`config.mk`:
```
export PLATFORM = sky130hd
export DESIGN_NAME = alu_iter
export DESIGN_NICKNAME = d
export VERILOG_FILES = /design/src/rtl/alu_iter.sv
export SDC_FILE = /design/constraint.sdc
export NUM_CORES = 1
export LEC_CHECK = 0
export CAP_MARGIN = 20
export CORE_MARGIN = 1.5
export CORE_UTILIZATION = 49
export DETAILED_ROUTE_END_ITERATION = 16
export GPL_TIMING_DRIVEN = 0
export PLACE_DENSITY = 0.77
export SYNTH_ARGS = -nofsm -noshare
export SYNTH_HDL_FRONTEND = slang
export SYNTH_SLANG_ARGS = --single-unit
```
`constraint.sdc`:
```
create_clock -name clk -period 1.3 [get_ports clk]
set_input_delay 0.325 -clock clk [delete_from_list [all_inputs] [get_ports clk]]
set_output_delay 0.325 -clock clk [all_outputs]
set_load 0.01 [all_outputs]
```
`src/rtl/alu_iter.sv`:
```
// rtl/alu_iter.sv - handshaked ALU with iterative multi-bit shifts; optional carry flag via ALU_ITER_CARRY_CHAIN_EN
module alu_iter #(
    parameter int WIDTH   = 8,
    parameter int SHAMT_W = $clog2(WIDTH)
) (
    input  logic             clk,
    input  logic             rst_n,
    input  logic             in_valid,
    output logic             in_ready,
    input  logic [3:0]       op,
    input  logic [WIDTH-1:0] a,
    input  logic [WIDTH-1:0] b,
    input  logic             cin,
    input  logic             xy,
    output logic             out_valid,
    input  logic             out_ready,
    output logic [WIDTH-1:0] q,
    output logic             cout
);
    typedef enum logic [1:0] {S_IDLE, S_SHIFT, S_DONE} state_t;

    localparam logic [SHAMT_W-1:0] C_ONE = SHAMT_W'(1);

    state_t             r_state;
    logic [WIDTH-1:0]   r_q;
    logic               r_cout;
    logic [SHAMT_W-1:0] r_cnt;
    logic [2:0]         r_sop;

    logic               w_c;
    logic [SHAMT_W-1:0] w_n;
    logic [WIDTH-1:0]   w_bop;
    logic               w_cadd;
    logic [WIDTH:0]     w_sum;
    logic [WIDTH-1:0]   w_lq;
    logic               w_lc;
    logic               w_fill;
    logic [WIDTH-1:0]   w_sq;
    logic               w_sc;

`ifdef ALU_ITER_CARRY_CHAIN_EN
    logic r_cflag;
    logic w_unused_cin;
    assign w_unused_cin = cin;
    assign w_c          = r_cflag;

    // carry flag follows cout of every consumed result
    always_ff @(posedge clk or negedge rst_n) begin
        if (!rst_n) begin
            r_cflag <= 1'b0;
        end else if (r_state == S_DONE && out_ready) begin
            r_cflag <= r_cout;
        end
    end
`else
    assign w_c = cin;
`endif

    assign w_n       = b[SHAMT_W-1:0];
    assign in_ready  = (r_state == S_IDLE);
    assign out_valid = (r_state == S_DONE);
    assign q         = r_q;
    assign cout      = r_cout;

    // single-cycle ops 0-7: logic ops and the four add/subtract flavours
    always_comb begin
        w_bop  = op[1] ? ~b : b;
        w_cadd = 1'b0;
        case (op[1:0])
            2'b00:   w_cadd = 1'b0;
            2'b10:   w_cadd = 1'b1;
            default: w_cadd = w_c;
        endcase
        w_sum = {1'b0, a} + {1'b0, w_bop} + {{WIDTH{1'b0}}, w_cadd};
        w_lq  = w_sum[WIDTH-1:0];
        w_lc  = w_sum[WIDTH];
        case (op[2:0])
            3'd0:    begin w_lq = b;     w_lc = xy;          end
            3'd1:    begin w_lq = a | b; w_lc = w_c ^ xy;    end
            3'd2:    begin w_lq = a & b; w_lc = (|a) ^ xy;   end
            3'd3:    begin w_lq = a ^ b; w_lc = (^a) ^ xy;   end
            default: begin w_lq = w_sum[WIDTH-1:0]; w_lc = w_sum[WIDTH]; end
        endcase
    end

    // one 1-bit shift step; left and right groups share the same fill selection
    always_comb begin
        w_fill = 1'b0;
        case (r_sop[1:0])
            2'd0:    w_fill = 1'b0;
            2'd1:    w_fill = r_cout;
            2'd2:    w_fill = r_q[0];
            default: w_fill = r_q[WIDTH-1];
        endcase
        if (!r_sop[2]) begin
            w_sq = {r_q[WIDTH-2:0], w_fill};
            w_sc = r_q[WIDTH-1];
        end else begin
            w_sq = {w_fill, r_q[WIDTH-1:1]};
            w_sc = r_q[0];
        end
    end

    // control FSM; r_cout doubles as the running carry during SHIFT
    always_ff @(posedge clk or negedge rst_n) begin
        if (!rst_n) begin
            r_state <= S_IDLE;
            r_q     <= '0;
            r_cout  <= 1'b0;
            r_cnt   <= '0;
            r_sop   <= '0;
        end else begin
            case (r_state)
                S_IDLE: begin
                    if (in_valid) begin
                        r_sop <= op[2:0];
                        if (!op[3]) begin
                            r_q     <= w_lq;
                            r_cout  <= w_lc;
                            r_state <= S_DONE;
                        end else begin
                            r_q    <= a;
                            r_cout <= w_c;
                            r_cnt  <= w_n;
                            r_state <= (w_n == '0) ? S_DONE : S_SHIFT;
                        end
                    end
                end
                S_SHIFT: begin
                    r_q    <= w_sq;
                    r_cout <= w_sc;
                    r_cnt  <= r_cnt - C_ONE;
                    if (r_cnt == C_ONE) begin
                        r_state <= S_DONE;
                    end
                end
                S_DONE: begin
                    if (out_ready) begin
                        r_state <= S_IDLE;
                    end
                end
                default: r_state <= S_IDLE;
            endcase
        end
    end
endmodule

```
# == Yosys cells after proc, flatten, opt, wreduce, memory -nomap -nowiden ==
# Index checks and enable logic that the tools add are counted.
# word_totals
output_inout_bits,11
ram_bits,0
rom_bits,0
register_bits,17
elab_cells,62
inputBits,26
n_memories,0
latch_bits,0
# classes
div,0
n_lt_le_gt_ge,0
reduce_logical,12
add_sub_neg,3
shift,0
n_mul,0
n_bitwise,7
muxes,22
n_eq_ne,13
# op_table
cell,count
8-bit 2-to-1 mux,4
8-bit one-hot mux with 4 select lines,1
8-bit one-hot mux with 2 select lines,1
2-bit 2-to-1 mux,5
8-bit by 8-bit adder with 9-bit output,1
9-bit by 1-bit adder with 9-bit output,1
8-bit AND,1
8-bit inverter,1
8-bit OR,1
8-bit OR reduction,1
8-bit parity,1
8-bit bitwise XOR,1
"2-bit equality test, second input constant",3
"3-bit by 1-bit equality test with 1-bit output, second input constant",2
"3-bit by 2-bit equality test with 1-bit output, second input constant",2
2-bit logical NOT,3
3-bit logical NOT,2
3-bit 2-to-1 mux,2
2-bit one-hot mux with 3 select lines,1
3-bit one-hot mux with 2 select lines,1
3-bit AND reduction,2
"2-bit by 1-bit equality test with 1-bit output, second input constant",2
"2-bit by 1-bit != test with 1-bit output, second input constant",2
"2-bit != test, second input constant",2
other kinds (8),14

# == Logic depth before layout (Yosys ltp) ==
# Gate-level depths: netlist of the first run.
# logic_depth
word_depth,8
depth_mapped,11
depth_no_buf,9

# == Worst setup path after synthesis of the first run ==
# OpenSTA, ideal clock, no wires.
# synth_timing
path_kind,input port to flip-flop
from,in op[1]
to,reg r_q[6] (netlist: q[6])
t_required_ns,1.179
path_buffers,3
cell_stages,11
slack_ns,-1.540
setup_time_ns,0.121
arrival_ns,2.719
cell_sequence,buf_6 -> buf_8 -> buf_2 -> xor2_1 -> fa_1 -> fa_1 -> a211oi_1 -> o21bai_1 -> nor4b_1 -> a311oi_1 -> o22a_1
# synth_between
elab_chain_len,7
elab_cells_between_ends,14
classes_between,add/sub: 2; eq/ne: 4; mux: 6; reduce/logical: 2
# synth_rtl
element,line,rtl
from (decl),10,"input logic [3:0] op,"
8-bit 2-to-1 mux (tied with other cells),67,w_bop = op[1] ? ~b : b;
8-bit by 8-bit adder with 9-bit output or 1-bit one-hot mux with 2 select lines (tied branches),"74, 69",
9-bit by 1-bit adder with 9-bit output,74,"w_sum = {1'b0, a} + {1'b0, w_bop} + {{WIDTH{1'b0}}, w_cadd};"
8-bit one-hot mux with 4 select lines *,77,case (op[2:0])
8-bit 2-to-1 mux *,117,if (!op[3]) begin
8-bit 2-to-1 mux *,115,if (in_valid) begin
8-bit one-hot mux with 2 select lines *,113,case (r_state)
to (signal assigned),118,r_q <= w_lq;
to (signal assigned),130,r_q <= w_sq;
to (decl),25,logic [WIDTH-1:0] r_q;
# Every way passes the cells marked *; elsewhere a longest branch is shown, timed or not. The select of a mux whose other input is x is not followed.
# A chain may end at the register's enable or synchronous reset.

# == Worst setup path after layout of the first run ==
# Same ends and word-level chain as after synthesis.

==> metrics.txt, run 1 <==
Layout area overhead=42.6%; via count=2225; status=finished with violations; fill count=331; diodes inserted=0; Reg clk slew, reported paths=70 ps; final worst slack=-1190 ps; DIE HEIGHT=70.0 um; CTS Buffer Depth=2; RSZ-0062 raised after global routing=yes; Yosys top cell area share=0.194; RR Endpoint=q[6]; nets@finish=378; Register-to-Register Setup Slack=-320 ps; All-Layer GR Usage=0.251; FF-to-FF Start=r_state[0]; Post-synth top flop=dfrtp_1; Worst EP arrival=2630 ps; Congestion Overflow GR=0; routability cong.=0.869; H-tree depth=1; crit path capture type=register; Worst Skew=2.76 ps; cells taking the most area after synthesis=dfrtp_1, ha_1, mux4_2; Static Leak=1.46 nW; Ys Warns=0; HP Class=in2reg; DRT iter0 DRCs=179; Detail Route Antenna Nets=0; Max Cap Viol=0; core area=4320 um2; distinct cell type count after synthesis=47; CTS tree=done; clock sink total=17; final-report hold violation count=0; worst reg2reg path depth=6; Buffers on Ports=33; Post-synth EDFFs=0; Finished Layout Cells=372; synthesized flop and latch total=17; Multi-input gate area=1790 um2; CP Class=in2reg; hold path depth=3; worst slew margin relative to its limit=0.476; total CTS buffers=3; post-DP HPWL=4260 um; failing checks=negative setup slack; crit path time final=2490 ps; sequential fraction of the synthesis area=0.194; max-slew violations=0; CP Max Fanout=3; Hold EP=r_state[1]; cell taking the most area after synthesis=dfrtp_1; most frequent cells in the layout=ha_1, inv_1, buf_4; fin crit share=1.91; initial antenna violation count=0; routed wire length=6290 um; global-route wire length before repair=10000 um; Reg area=425 um2; Req. time, crit path=1450 ps; Worst-Margin Slew=783 ps; syn avg cell area=8.72 um2; commonest non-fill, non-tap cell in the layout=ha_1; Mapped Area=2200 um2; CP Launch Type=primary input; Synth async-reset ratio=1.00; Max Freq=0.402 GHz; startpoint of the worst hold path=b[0]; first drt pass iteration count=5; setup_tns=-8530 ps; Vias per Instance=5.98; syn nets=309; largest net degree at the start of global routing=18; Initial Utilization=0.508; boundary pin count=37; Die X=70.0 um; Avg WL per Cell=16.9 um; clk root buf=clkbuf_8; Peak VDD IR=0.685 mV; vias in the first global route=2065; Rows=24; Final Power=4.75 mW; worst skew pair latency=260 ps; Cells after DPL=337; share of cells above drive strength 1=0.297; Post-Syn Instances=252; Final Setup Violations=14; Pwr Density=1510 nW/um2; Die ar.=4900 um2; drc violations=0
repair_timing:
action / 4_1_cts / 5_1_grt
pin swaps: 19 / 21
endpoints found under the setup margin: 27 / 25
hold buffers: 0 / 0
buffers inserted: 13 / 18
gates cloned: 0 / 1
resized for setup: 59 / 33
worst max-delay path, cell delays in order:
cell and delay [ps]:
buf_12 100, buf_8 110, buf_12 110, xor2_2 170, fa_2 370, fa_2 400, a211oi_4 280, o21bai_2 130
nor4b_2 320, a311oi_2 90, o22a_1 210
cell usage after synthesis (3+ instances only):
library cell / number
a211oi_1: 10
o211ai_1: 7
mux2i_1: 11
o22ai_1: 6
mux4_2: 5
a21oi_1: 13
buf_2: 7
xnor2_1: 4
nor3b_1: 4
nor2_1: 11
mux2_2: 5
a21o_1: 4
clkbuf_1: 3
xor2_1: 10
inv_1: 26
o221a_2: 3
ha_1: 29
o311a_1: 3
nor2b_1: 4
dfrtp_1: 17
nand2b_1: 3
nand2_1: 24
nand3_1: 3
o21ai_0: 6
a31oi_1: 6
how the worst max path moves through the flow:
stage | from | endpoint | slack, ps | cells past startpoint
finish | op[1] | q[6] | -1190 | 11
global route | op[1] | q[6] | -1200 | 11
detailed placement | b[0] | q[6] | -1640 | 9
global placement | b[0] | q[6] | -1600 | 9
floorplan | op[1] | q[6] | -1270 | 11
CTS | op[1] | q[6] | -1120 | 11
power breakdown:
group / switching [mW] / internal, mW
registers: 0.236 / 0.796
logic: 1.57 / 1.73
clock network: 0.194 / 0.218
kinds of logic (layout without fill, tap and decap cells):
logic type	after synthesis	after routing	share of synthesized area
AOI/OAI and AO/OA	70	70	0.222
DFF	17	17	0.194
muxes	21	21	0.127
xor gates and xnor gates	14	14	0.0558
and+or+nand+nor	59	59	0.134
buffers and inverters	40	108	0.0842
adders and majority gates	31	31	0.183
routing by layer:
metal,track usage,part of all wire,wire [um]
met1,0.347,0.44,2770
met2,0.436,0.50,3130
met3,0.0159,0.048,300
met4,0.0491,0.015,93
met5,0,0,0
cell type report:
cell class / instances / area share
Multi-Input combinational cell: 195 / 0.569
Timing Repair Buffer: 64 / 0.182
Sequential cell: 17 / 0.136
Buffer: 14 / 0.0463
Inverter: 26 / 0.0311
Tap cell: 52 / 0.0208
Clock buffer: 4 / 0.0144
sequential cells by signal, summed over array words and instances, names as in the netlist:
signal   cells
cout         1
r_cnt        3
r_sop        3
q            8
r_state      2
metrics by stage:
stage	utilization	cell area [um2]	worst slack, ps	hold WS [ps]
final	0.725	3140	-1190	492
after global routing	0.725	3140	-1200	504
after CTS	0.664	2870	-1120	491
after detailed placement	0.610	2640	-1640	502
after global placement	0.610	2640	-1600	491
after floorplan	-	2240	-1270	29.4
No activity file was read; power rests on OpenSTA's default activity.
==> run 2: changes to the inputs <==
--- a/config.mk
+++ b/config.mk
@@ -8,9 +8,11 @@
 export CAP_MARGIN = 20
 export CORE_MARGIN = 1.5
 export CORE_UTILIZATION = 49
+export CTS_CLUSTER_DIAMETER = 150
 export DETAILED_ROUTE_END_ITERATION = 16
 export GPL_TIMING_DRIVEN = 0
 export PLACE_DENSITY = 0.77
+export REMOVE_ABC_BUFFERS = 1
 export SYNTH_ARGS = -nofsm -noshare
 export SYNTH_HDL_FRONTEND = slang
 export SYNTH_SLANG_ARGS = --single-unit
==> run 2 against run 1 <==
  * The flow still finishes with violations (negative setup slack)
  * Sequential cell count stayed put
  * Sequential power is 6% higher
  * Sequential share of layout area shrank 0.52 points
  * Non-clock buffer count increased by 8
  * Global-route usage grew 1.9 points
  * Critical path depth is 1 lower
  * Core utilization increased by 3.3 points
  * Worst setup slack improved by 270 ps
  * Count of clock-buffer cells in the layout stayed put
  * Maximum frequency rose by 12%
  * Cell count increased by 2.2%
  * Total power increased by 3.6%
==> metrics.txt, run 2 (same netlist as run 1, synthesis figures left out) <==
Static Leak=1.51 nW; H-tree depth=1; All-Layer GR Usage=0.270; final worst slack=-916 ps; Layout area overhead=49.2%; P_int=2.82 mW; CTS tree=done; switching part of the total power=0.426; startpoint of the worst hold path=op[1]; fin crit share=1.70; Vias per Instance=6.18; Die ar.=4900 um2; initial antenna violation count=0; Final Setup Violations=16; part of the power in combinational logic=0.697; Buffers on Ports=36; CTS Buffer Depth=2; commonest non-fill, non-tap cell in the layout=buf_4; total CTS buffers=3; met1 Resource Use GR=0.358; worst slew margin relative to its limit=0.439; vias in the first global route=2212; RSZ-0062 raised after global routing=yes; max-slew violations=0; Max Freq=0.451 GHz; crit path time final=2220 ps; largest net degree at the start of global routing=23; crit path capture type=register; clock sink total=17; Worst Skew=4.49 ps; M3 GR Usage=0.0231; routability cong.=0.832; failing checks=negative setup slack; CP Launch Type=primary input; Initial Utilization=0.508; worst skew pair latency=250 ps; DRT iter0 DRCs=299; Finished Layout Cells=380; met2 GRT Util=0.467; Die X=70.0 um; routed wire length=7220 um; boundary pin count=37; Worst-Margin Slew=842 ps; Pwr Density=1500 nW/um2; share of cells above drive strength 1=0.354; global-route wire length before repair=10700 um; Congestion Overflow GR=0; diodes inserted=0; CP Max Fanout=4; core area=4320 um2; status=finished with violations; max FFs per register=8; via count=2350; Req. time, crit path=1450 ps; FF-to-FF Start=r_state[0]; GR peak layer=met2; drc violations=0; Reg clk slew, reported paths=70 ps; HP Class=in2reg; Final Cell Area=3280 um2; Peak VDD IR=0.752 mV; Detail Route Antenna Nets=0; final-report hold violation count=0; Worst EP arrival=2360 ps; Clock Power Share=0.082; Max Cap Viol=0; Cells after DPL=326; first drt pass iteration count=5; post-placement cell area=2540 um2; nets@finish=386; most frequent cells in the layout=buf_4, ha_1, inv_1; P_sw=2.10 mW; CP Class=in2reg; sequential group share of total power=0.221; DIE HEIGHT=70.0 um; worst setup path startpoint=op[0]; clk root buf=clkbuf_8; Rows=24; post-DP HPWL=3910 um; Avg WL per Cell=19.0 um
## run 2: layout make-up
| type | count | area, um2 |
|---|---|---|
| fillers | 289 | 1040 |
| well taps | 52 | 65.1 |
| repair buffers | 86 | 821 |
| clock buffers | 4 | 45.0 |
| multi-input cells | 195 | 1820 |
| inverters | 26 | 100 |
| flip-flops and latches | 17 | 428 |
## run 2: routing by layer
metal,routed length (um),vias up
met3,466,30
li1,-,1064
met2,3660,117
met4,262,0
met1,2840,1139
met5,0,-
## run 2: path summary, 6_finish.rpt
path	end	slack, ps	cells after the start
min in group asynchronous	r_cnt[2]	530	1
max in group asynchronous	r_state[0]	220	1
min	r_sop[1]	460	3
min reg2reg	r_sop[1]	520	2
max reg2reg	q[6]	-360	6
max	q[6]	-920	10
## run 2: timing repair
item | 4_1_cts | 5_1_grt
gates resized for setup | 125 | 25
pin swaps | 25 | 22
endpoints found under the setup margin | 28 | 21
setup buffers | 39 | 12
gates cloned | 1 | 0
hold buffers | 0 | 0
## run 2: power by group through the flow
stage | clock (mW) | combinational [mW] | sequential (mW)
floorplan | 0 | 1.36 | 1.16
global placement | 0 | 2.14 | 1.19
detailed placement | 0 | 2.19 | 1.20
CTS | 0.402 | 2.80 | 1.10
global route | 0.444 | 3.65 | 1.12
finish | 0.406 | 3.43 | 1.09
## run 2: worst max-delay path, cell delays in order
cell and delay, ps:
buf_16 90, nand2b_4 130, nand2_4 60, fa_2 380, fa_2 410, a211oi_4 280, o21bai_2 120, nor4b_2 240
a311oi_1 110, o22a_1 230
## run 2: metrics by stage
step	hold slack [ps]	worst slack [ps]	util	setup TNS, ps	power [mW]
after CTS	459	-903	0.719	-5930	4.30
after floorplan	29.4	-1070	-	-6620	2.52
after global routing	470	-965	0.758	-8030	5.21
after global placement	492	-2670	0.587	-26610	3.33
final	463	-916	0.758	-7270	4.92
after detailed placement	496	-2720	0.587	-27490	3.38
==> run 3: changes to the inputs <==
--- a/config.mk
+++ b/config.mk
@@ -8,11 +8,10 @@
 export CAP_MARGIN = 20
 export CORE_MARGIN = 1.5
 export CORE_UTILIZATION = 49
-export CTS_CLUSTER_DIAMETER = 150
+export CTS_CLUSTER_DIAMETER = 30
 export DETAILED_ROUTE_END_ITERATION = 16
 export GPL_TIMING_DRIVEN = 0
 export PLACE_DENSITY = 0.77
-export REMOVE_ABC_BUFFERS = 1
 export SYNTH_ARGS = -nofsm -noshare
 export SYNTH_HDL_FRONTEND = slang
 export SYNTH_SLANG_ARGS = --single-unit
==> results of run 3 <==
No change in the layout: final DEF, timing and power equal those of run 1.
